<file path="src/rtl/spi_master_rr_arbiter_18bit.sv">
// ---------------------------------------------------------------------------
// spi_master_rr_arbiter_18bit
// Round-robin arbiter that shares one single-CS SPI master among NUM_REQ
// requesters. Each requester holds a level request plus its TX word; the
// arbiter hands the word to the master via TX_DV, waits for RX_DV (or a
// timeout), and returns the response to the requester that owned the
// transfer. A CS-recovery gap separates consecutive transfers.
//
// Ports
//   i_Clk, i_Rst        clock, asynchronous active-high reset
//   i_Req_DV            per-requester level request
//   i_Req_Word          flattened TX words, requester k at [k*WORD_W +: WORD_W]
//   o_Req_Ack           one-hot 1-cycle accept pulse
//   o_Rsp_DV            one-hot 1-cycle response pulse
//   o_Rsp_Word          received word (0 on timeout), held until next response
//   o_Rsp_Timeout       1 = response produced by timeout
//   o_TX_Byte, o_TX_DV  word and strobe to the SPI master
//   i_TX_Ready          SPI master ready
//   i_RX_DV, i_RX_Byte  SPI master receive strobe and word
//   o_Busy              high whenever the FSM is not idle
//   o_Grant_Idx         current or last owner
//
// States
//   IDLE    | arbitrate when the master is ready and someone requests
//   ISSUE   | one cycle: TX_DV + Ack to the winner
//   WAIT_RX | wait for RX_DV or timeout
//   GAP     | CS recovery, then wait for master ready
// ---------------------------------------------------------------------------
module spi_master_rr_arbiter_18bit #(
  parameter int NUM_REQ      = 4,
  parameter int WORD_W       = 18,
  parameter int TIMEOUT_CLKS = 1024,
  parameter int GAP_CLKS     = 4
) (
  input  logic                         i_Clk,
  input  logic                         i_Rst,
  input  logic [NUM_REQ-1:0]           i_Req_DV,
  input  logic [NUM_REQ*WORD_W-1:0]    i_Req_Word,
  output logic [NUM_REQ-1:0]           o_Req_Ack,
  output logic [NUM_REQ-1:0]           o_Rsp_DV,
  output logic [WORD_W-1:0]            o_Rsp_Word,
  output logic                         o_Rsp_Timeout,
  output logic [WORD_W-1:0]            o_TX_Byte,
  output logic                         o_TX_DV,
  input  logic                         i_TX_Ready,
  input  logic                         i_RX_DV,
  input  logic [WORD_W-1:0]            i_RX_Byte,
  output logic                         o_Busy,
  output logic [$clog2(NUM_REQ)-1:0]   o_Grant_Idx
);

  localparam int IDX_W = $clog2(NUM_REQ);
  localparam int CW    = IDX_W + 1;
  localparam int TO_W  = $clog2(TIMEOUT_CLKS + 1);
  // A zero gap still needs a 1-bit counter so the vector is legal.
  localparam int GAP_W = (GAP_CLKS > 0) ? $clog2(GAP_CLKS + 1) : 1;

  typedef enum logic [1:0] {
    ST_IDLE    = 2'd0,
    ST_ISSUE   = 2'd1,
    ST_WAIT_RX = 2'd2,
    ST_GAP     = 2'd3
  } state_t;

  state_t              state_q, state_d;
  logic [IDX_W-1:0]    rr_q, rr_d;
  logic [IDX_W-1:0]    grant_q, grant_d;
  logic [WORD_W-1:0]   tx_byte_q, tx_byte_d;
  logic [TO_W-1:0]     to_cnt_q, to_cnt_d;
  logic [GAP_W-1:0]    gap_cnt_q, gap_cnt_d;
  logic [WORD_W-1:0]   rsp_word_q, rsp_word_d;
  logic                rsp_timeout_q, rsp_timeout_d;
  logic [NUM_REQ-1:0]  rsp_dv_q, rsp_dv_d;

  logic                win_found;
  logic [IDX_W-1:0]    win_idx;
  logic [CW-1:0]       cand;

  // Scan upward from rr pointer + 1, wrapping; the last winner is checked
  // last so a continuously requesting owner drops to lowest priority.
  always_comb begin
    win_found = 1'b0;
    win_idx   = '0;
    cand      = '0;
    for (int i = 1; i <= NUM_REQ; i++) begin
      cand = {1'b0, rr_q} + CW'(i);
      if (cand >= CW'(NUM_REQ)) cand = cand - CW'(NUM_REQ);
      if (!win_found && i_Req_DV[cand[IDX_W-1:0]]) begin
        win_found = 1'b1;
        win_idx   = cand[IDX_W-1:0];
      end
    end
  end

  always_ff @(posedge i_Clk or posedge i_Rst) begin
    if (i_Rst) begin
      state_q       <= ST_IDLE;
      rr_q          <= IDX_W'(NUM_REQ - 1);
      grant_q       <= '0;
      tx_byte_q     <= '0;
      to_cnt_q      <= '0;
      gap_cnt_q     <= '0;
      rsp_word_q    <= '0;
      rsp_timeout_q <= 1'b0;
      rsp_dv_q      <= '0;
    end else begin
      state_q       <= state_d;
      rr_q          <= rr_d;
      grant_q       <= grant_d;
      tx_byte_q     <= tx_byte_d;
      to_cnt_q      <= to_cnt_d;
      gap_cnt_q     <= gap_cnt_d;
      rsp_word_q    <= rsp_word_d;
      rsp_timeout_q <= rsp_timeout_d;
      rsp_dv_q      <= rsp_dv_d;
    end
  end

  always_comb begin
    state_d       = state_q;
    rr_d          = rr_q;
    grant_d       = grant_q;
    tx_byte_d     = tx_byte_q;
    to_cnt_d      = to_cnt_q;
    gap_cnt_d     = gap_cnt_q;
    rsp_word_d    = rsp_word_q;
    rsp_timeout_d = rsp_timeout_q;
    rsp_dv_d      = '0;
    case (state_q)
      ST_IDLE: begin
        if (i_TX_Ready && win_found) begin
          grant_d   = win_idx;
          rr_d      = win_idx;
          tx_byte_d = i_Req_Word[win_idx*WORD_W +: WORD_W];
          state_d   = ST_ISSUE;
        end
      end
      ST_ISSUE: begin
        to_cnt_d = '0;
        state_d  = ST_WAIT_RX;
      end
      ST_WAIT_RX: begin
        // RX_DV is checked first so it wins over a coincident timeout.
        if (i_RX_DV) begin
          rsp_word_d        = i_RX_Byte;
          rsp_timeout_d     = 1'b0;
          rsp_dv_d[grant_q] = 1'b1;
          gap_cnt_d         = GAP_W'(GAP_CLKS);
          state_d           = ST_GAP;
        end else if (to_cnt_q == TO_W'(TIMEOUT_CLKS - 1)) begin
          rsp_word_d        = '0;
          rsp_timeout_d     = 1'b1;
          rsp_dv_d[grant_q] = 1'b1;
          gap_cnt_d         = GAP_W'(GAP_CLKS);
          state_d           = ST_GAP;
        end else begin
          to_cnt_d = to_cnt_q + 1'b1;
        end
      end
      ST_GAP: begin
        if (gap_cnt_q != '0) begin
          gap_cnt_d = gap_cnt_q - 1'b1;
        end else if (i_TX_Ready) begin
          state_d = ST_IDLE;
        end
      end
      default: state_d = ST_IDLE;
    endcase
  end

  always_comb begin
    o_Req_Ack = '0;
    o_TX_DV   = 1'b0;
    if (state_q == ST_ISSUE) begin
      o_TX_DV            = 1'b1;
      o_Req_Ack[grant_q] = 1'b1;
    end
    o_Busy        = (state_q != ST_IDLE);
    o_TX_Byte     = tx_byte_q;
    o_Grant_Idx   = grant_q;
    o_Rsp_DV      = rsp_dv_q;
    o_Rsp_Word    = rsp_word_q;
    o_Rsp_Timeout = rsp_timeout_q;
  end

endmodule

</file>
<file path="config.mk">
export PLATFORM = sky130hd
export DESIGN_NAME = spi_master_rr_arbiter_18bit
export DESIGN_NICKNAME = d
export VERILOG_FILES = /design/src/rtl/spi_master_rr_arbiter_18bit.sv
export SDC_FILE = /design/constraint.sdc
export NUM_CORES = 1
export LEC_CHECK = 0
export BUFFER_PORTS_ARGS = -buffer_cell sky130_fd_sc_hd__buf_2
export CAP_MARGIN = 20
export CORE_MARGIN = 2
export CORE_UTILIZATION = 47
export DETAILED_ROUTE_END_ITERATION = 8
export PLACE_DENSITY = 0.81
export SYNTH_ARGS = -nofsm -noshare
export SYNTH_HDL_FRONTEND = slang
export SYNTH_SLANG_ARGS = --single-unit
</file>
<file path="constraint.sdc">
create_clock -name i_Clk -period 2.15 [get_ports i_Clk]
set_input_delay 0.3225 -clock i_Clk [delete_from_list [all_inputs] [get_ports i_Clk]]
set_output_delay 0.3225 -clock i_Clk [all_outputs]
set_load 0.1 [all_outputs]
</file>
After elaboration in Yosys (flattened, before gate mapping) --
Index checks and enable logic that the tools add are counted.
Cells by class: multipliers 1, multiplexer cells 44, reductions and logical operators 19, $lt $le $gt $ge 10, equality and inequality tests 11, shift-type cells 1, $add $sub $neg 10
Operators with widths (count):
- indexed part select 72 x 8 -> 18 bit | 1
- 2-to-1 mux 18 bit | 2
- 2-to-1 mux 2 bit | 13
- 2-to-1 mux 11 bit | 2
- case mux 11 bit (2 select lines) | 1
- 2-to-1 mux 4 bit | 4
- < comparator 2 x 3 -> 1 bit (second input constant) | 5
- >= comparator 3 bit (second input constant) | 4
- 2-to-1 mux 1 bit | 12
- inequality test 2 bit (second input constant) | 6
- adder 11 x 1 -> 11 bit (second input constant) | 1
- == test 11 x 10 -> 1 bit (second input constant) | 1
- 2-to-1 mux 3 bit | 3
- binary-select mux 1 bit (select 2 bit) | 4
- case mux 2 bit (4 select lines) | 1
- nonzero test 2 bit | 4
- subtractor 2 x 1 -> 2 bit (second input constant) | 4
- adder 2 x 2 -> 3 bit (second input constant) | 2
- multiplier 2 x 4 -> 6 bit (second input constant) | 1
- case mux 3 bit (2 select lines) | 1
- AND reduction 3 bit | 2
- logical AND 1 bit | 5
- == test 2 bit (second input constant) | 2
- AND reduction 2 bit | 2
- 11 further kinds | 13
Storage, ports and cells: output and inout bits 49, bits of input ports 98, register bits 61, word-level logic and storage cells 105

Logic depth before layout (Yosys ltp) --
depth after elaboration 18, depth in mapped cells 8, gate-level depth less buffers 7

Worst setup path before layout --
No wires, ideal clock.
path type reg2out, start reg state_q[1], end out o_Req_Ack[0], setup slack -1.797 ns, cell stages (with the launch flop) 4, data arrival time 3.625 ns, buffers on the path 0, path through dfrtp_1 inv_1 ha_1 nor3b_1
On the way: word-level cells in the longest chain between the ends 2
RTL lines:
- start, declared | RTL line 65 | state_t state_q, state_d;
- start signal, assigned | RTL line 107 | state_q <= state_d;
- == test 2 x 1 -> 1 bit | RTL line 174 | if (state_q == ST_ISSUE) begin
- 2-to-1 mux 4 bit | RTL line 174
- end, declared | RTL line 39 | output logic [NUM_REQ-1:0] o_Req_Ack,
No other way between the ends.

Worst setup path after layout --
Ends and elaborated chain as after synthesis.

==> results.json <==
{
  "status": "complete, no violations",
  "synth.top_cells.by_count": "59 x sky130_fd_sc_hd__dfrtp_1, 36 x sky130_fd_sc_hd__mux2i_1, 28 x sky130_fd_sc_hd__nand2_1",
  "mappedNetlistArea_mm2": 0.003098,
  "synth.ff_latch_count": 61,
  "setup_viol_count_final": 0,
  "worst_setup_hold_path_clk_slew_ns": 0.08,
  "floorplan.initialDensity_pct": 48.79,
  "area_growth_syn_to_layout_pct": 35.70,
  "yosys-top-cells-area": "sky130_fd_sc_hd__dfrtp_1 48%, sky130_fd_sc_hd__mux2i_1 12%, sky130_fd_sc_hd__a22o_1 5.9%",
  "timing.critical_path.max_delay_family": "buffers and inverters",
  "chipHeight_um": 85.19,
  "globalRoute.totalOverflow": 0,
  "fillers": 512,
  "max_freq_mhz": 489.7,
  "globalplace.congestion": 0.8296,
  "route.detailed.wl_per_inst_um": 15.23,
  "cts_setup_buffers": 0,
  "ctsResizeCount": 0,
  "antenna_cells": 0,
  "number_of_warnings_printed_during_yosys_synthesis": 0,
  "cp_slowest_cell": "sky130_fd_sc_hd__buf_2",
  "crit_path_max_fanout": 7,
  "max-slew-margin-rel_pct": 63.36,
  "synth_seq_area_share_pct": 49.35,
  "post-route-worst-setup-slack_ns": 0.1079,
  "fin_crit_ns": 2.042,
  "vias": 2779,
  "drtPass1Iterations": 4,
  "ant_nets": 0,
  "fin_tns_setup_ns": 0,
  "final_max_slew_viol_count": 0,
  "required_worst_endpoint_ns": 1.83,
  "dpl_worst_slack_ns": 0.1235,
  "multi_input_comb_area_mm2": 0.001471,
  "cp-end-kind": "output port",
  "number_of_antenna_violations_at_the_first_check_in_global_routing": 0,
  "hold_path_class": "input port to asynchronous set/reset pin",
  "totalWireLength_mm": 7.769,
  "setup.worst_path.start_class": "flop",
  "cts_buffers": 9,
  "ys_dominant_reg_cell": "sky130_fd_sc_hd__dfrtp_1",
  "clockRootBuffer": "sky130_fd_sc_hd__clkbuf_8",
  "grt_start_max_net_pins": 62,
  "fp.dieArea_mm2": 0.007256,
  "critical_path_arrival_ns": 1.72,
  "yosysTopAreaCell": "sky130_fd_sc_hd__dfrtp_1",
  "core_mm2": 0.006350,
  "finalClockSkew_ns": 0.008152,
  "fp-row-count": 29,
  "grt_first_pass_wirelength_mm": 12.38,
  "rsz_0062_raised_after_global_routing": "false",
  "synth.lib_cells_used.distinct": 45,
  "setup.worst_path.class": "flop to output port",
  "place.port_buffers": 146,
  "worstSetupPathDepth": 4,
  "grtUsageTotal_pct": 21.55,
  "dpl.hpwl_mm": 5.616,
  "synth.avg_cell_area_um2": 11.02,
  "insertion_delay_ns": 0.33,
  "cells_on_worst_reg2reg_path": 6,
  "die_width_um": 85.19,
  "post_synth_inst_count": 281,
  "tightest_slew_ns": 0.5475,
  "final-hold-violation-count": 0,
  "tritoncts_num_sinks": 61,
  "fin_hold_ws_ns": 0.03505,
  "htree_num_levels": 3,
  "synth_nets": 386,
  "layout-drive-gt1-share_pct": 43.19,
  "most_common_cell_in_the_synthesized_netlist": "sky130_fd_sc_hd__dfrtp_1",
  "utilization_pct": 66.21,
  "route.detailed.vias_per_inst": 5.449,
  "pin_count": 147,
  "nets": 533,
  "drc_violations_left": 0,
  "drt_first_iter_violations": 151,
  "worst_r2r_startpoint": "rr_q[0]",
  "critical_path.startpoint": "state_q[1]",
  "critical_path.max_stage_delay_ns": 0.44,
  "synth_edf_count": 0,
  "timing.critical_path.cells": "inv_1 -> ha_2 -> nor3b_4 -> buf_2",
  "crit_buf_inv": 2,
  "clock_path_buffers": 2,
  "post-synth-top-area-fraction_pct": 47.66,
  "cts_hold_buffers": 0,
  "tritoncts": "built",
  "final-seq-area_mm2": 0.001529,
  "grt_pass1_vias": 2725,
  "final.period_utilization_pct": 94.98,
  "max-cap-violations": 0,
  "synth-async-reset-ratio_pct": 100.0
}
-- area by class of cell --
cell class / instances / area share [%]
Multi-Input combinational cell: 194 / 35.00
Clock buffer: 9 / 2.946
Tap cell: 77 / 2.292
Timing Repair Buffer: 153 / 19.64
Sequential cell: 61 / 36.37
Inverter: 9 / 0.8036
Clock inverter: 7 / 2.946
-- logic make-up after synthesis --
kind of cell / Yosys count / synth area share (%)
AO/OA/AOI/OAI: 70 / 17.45
XOR/XNOR: 3 / 0.8483
adder cells (fa/ha/maj): 7 / 2.827
buffers and inverters: 26 / 4.523
flip-flops: 61 / 49.35
multiplexers: 38 / 12.48
AND/OR/NAND/NOR: 76 / 12.52
-- flip-flops by register name, indices dropped and copies added, names as in the netlist --
| register | flops |
|---|---|
| gap_cnt_q | 3 |
| o_Grant_Idx | 2 |
| o_Rsp_DV | 4 |
| o_Rsp_Timeout | 1 |
| o_Rsp_Word | 18 |
| o_TX_Byte | 18 |
| rr_q | 2 |
| state_q | 2 |
| to_cnt_q | 11 |
-- metrics by stage --
stage,instances,cell area [um2]
after floorplan,281,3115
after global placement,493,3924
after detailed placement,493,3924
after CTS,509,4172
after global routing,510,4204
final,510,4204
-- path summary, 6_finish.rpt --
kind | slack [ns] | end
setup / recovery | 0.11 | o_Req_Ack[0]
hold / removal | 0.04 | o_TX_Byte[3]
setup reg to reg | 0.12 | o_TX_Byte[6]
hold reg to reg | 0.49 | o_TX_Byte[11]
max in group asynchronous | 1.80 | rr_q[0]
min in group i_Clk | 0.21 | o_Rsp_Word[7]
-- cells in the final DEF (no fill, tap or decap), drive strengths merged, types with 4 or more instances in the layout --
cell type	count
nand2	29
dfrtp	59
mux2i	36
o221ai	19
nand3	9
and3	4
nand2b	4
clkbuf	10
nor2	11
a22o	21
buf	152
a21oi	6
inv	9
o21ai	10
ha	7
-- tightest hold or removal path, stage by stage --
cell and delay, ns:
sky130_fd_sc_hd__buf_2 0.10, sky130_fd_sc_hd__inv_2 0.06, sky130_fd_sc_hd__buf_12 0.29
-- per-layer routing --
metal / global-route usage, % / share of wire, % / vias up
li1: - / - / 1341
met1: 26.80 / 42 / 1285
met2: 35.72 / 48 / 140
met3: 4.767 / 7.3 / 13
met4: 10.10 / 2.1 / 0
met5: 0 / 0 / -
Power is left out: the tool's default activity adds up to more than one toggle a clock period on the data nets, which glitch-free logic cannot reach.
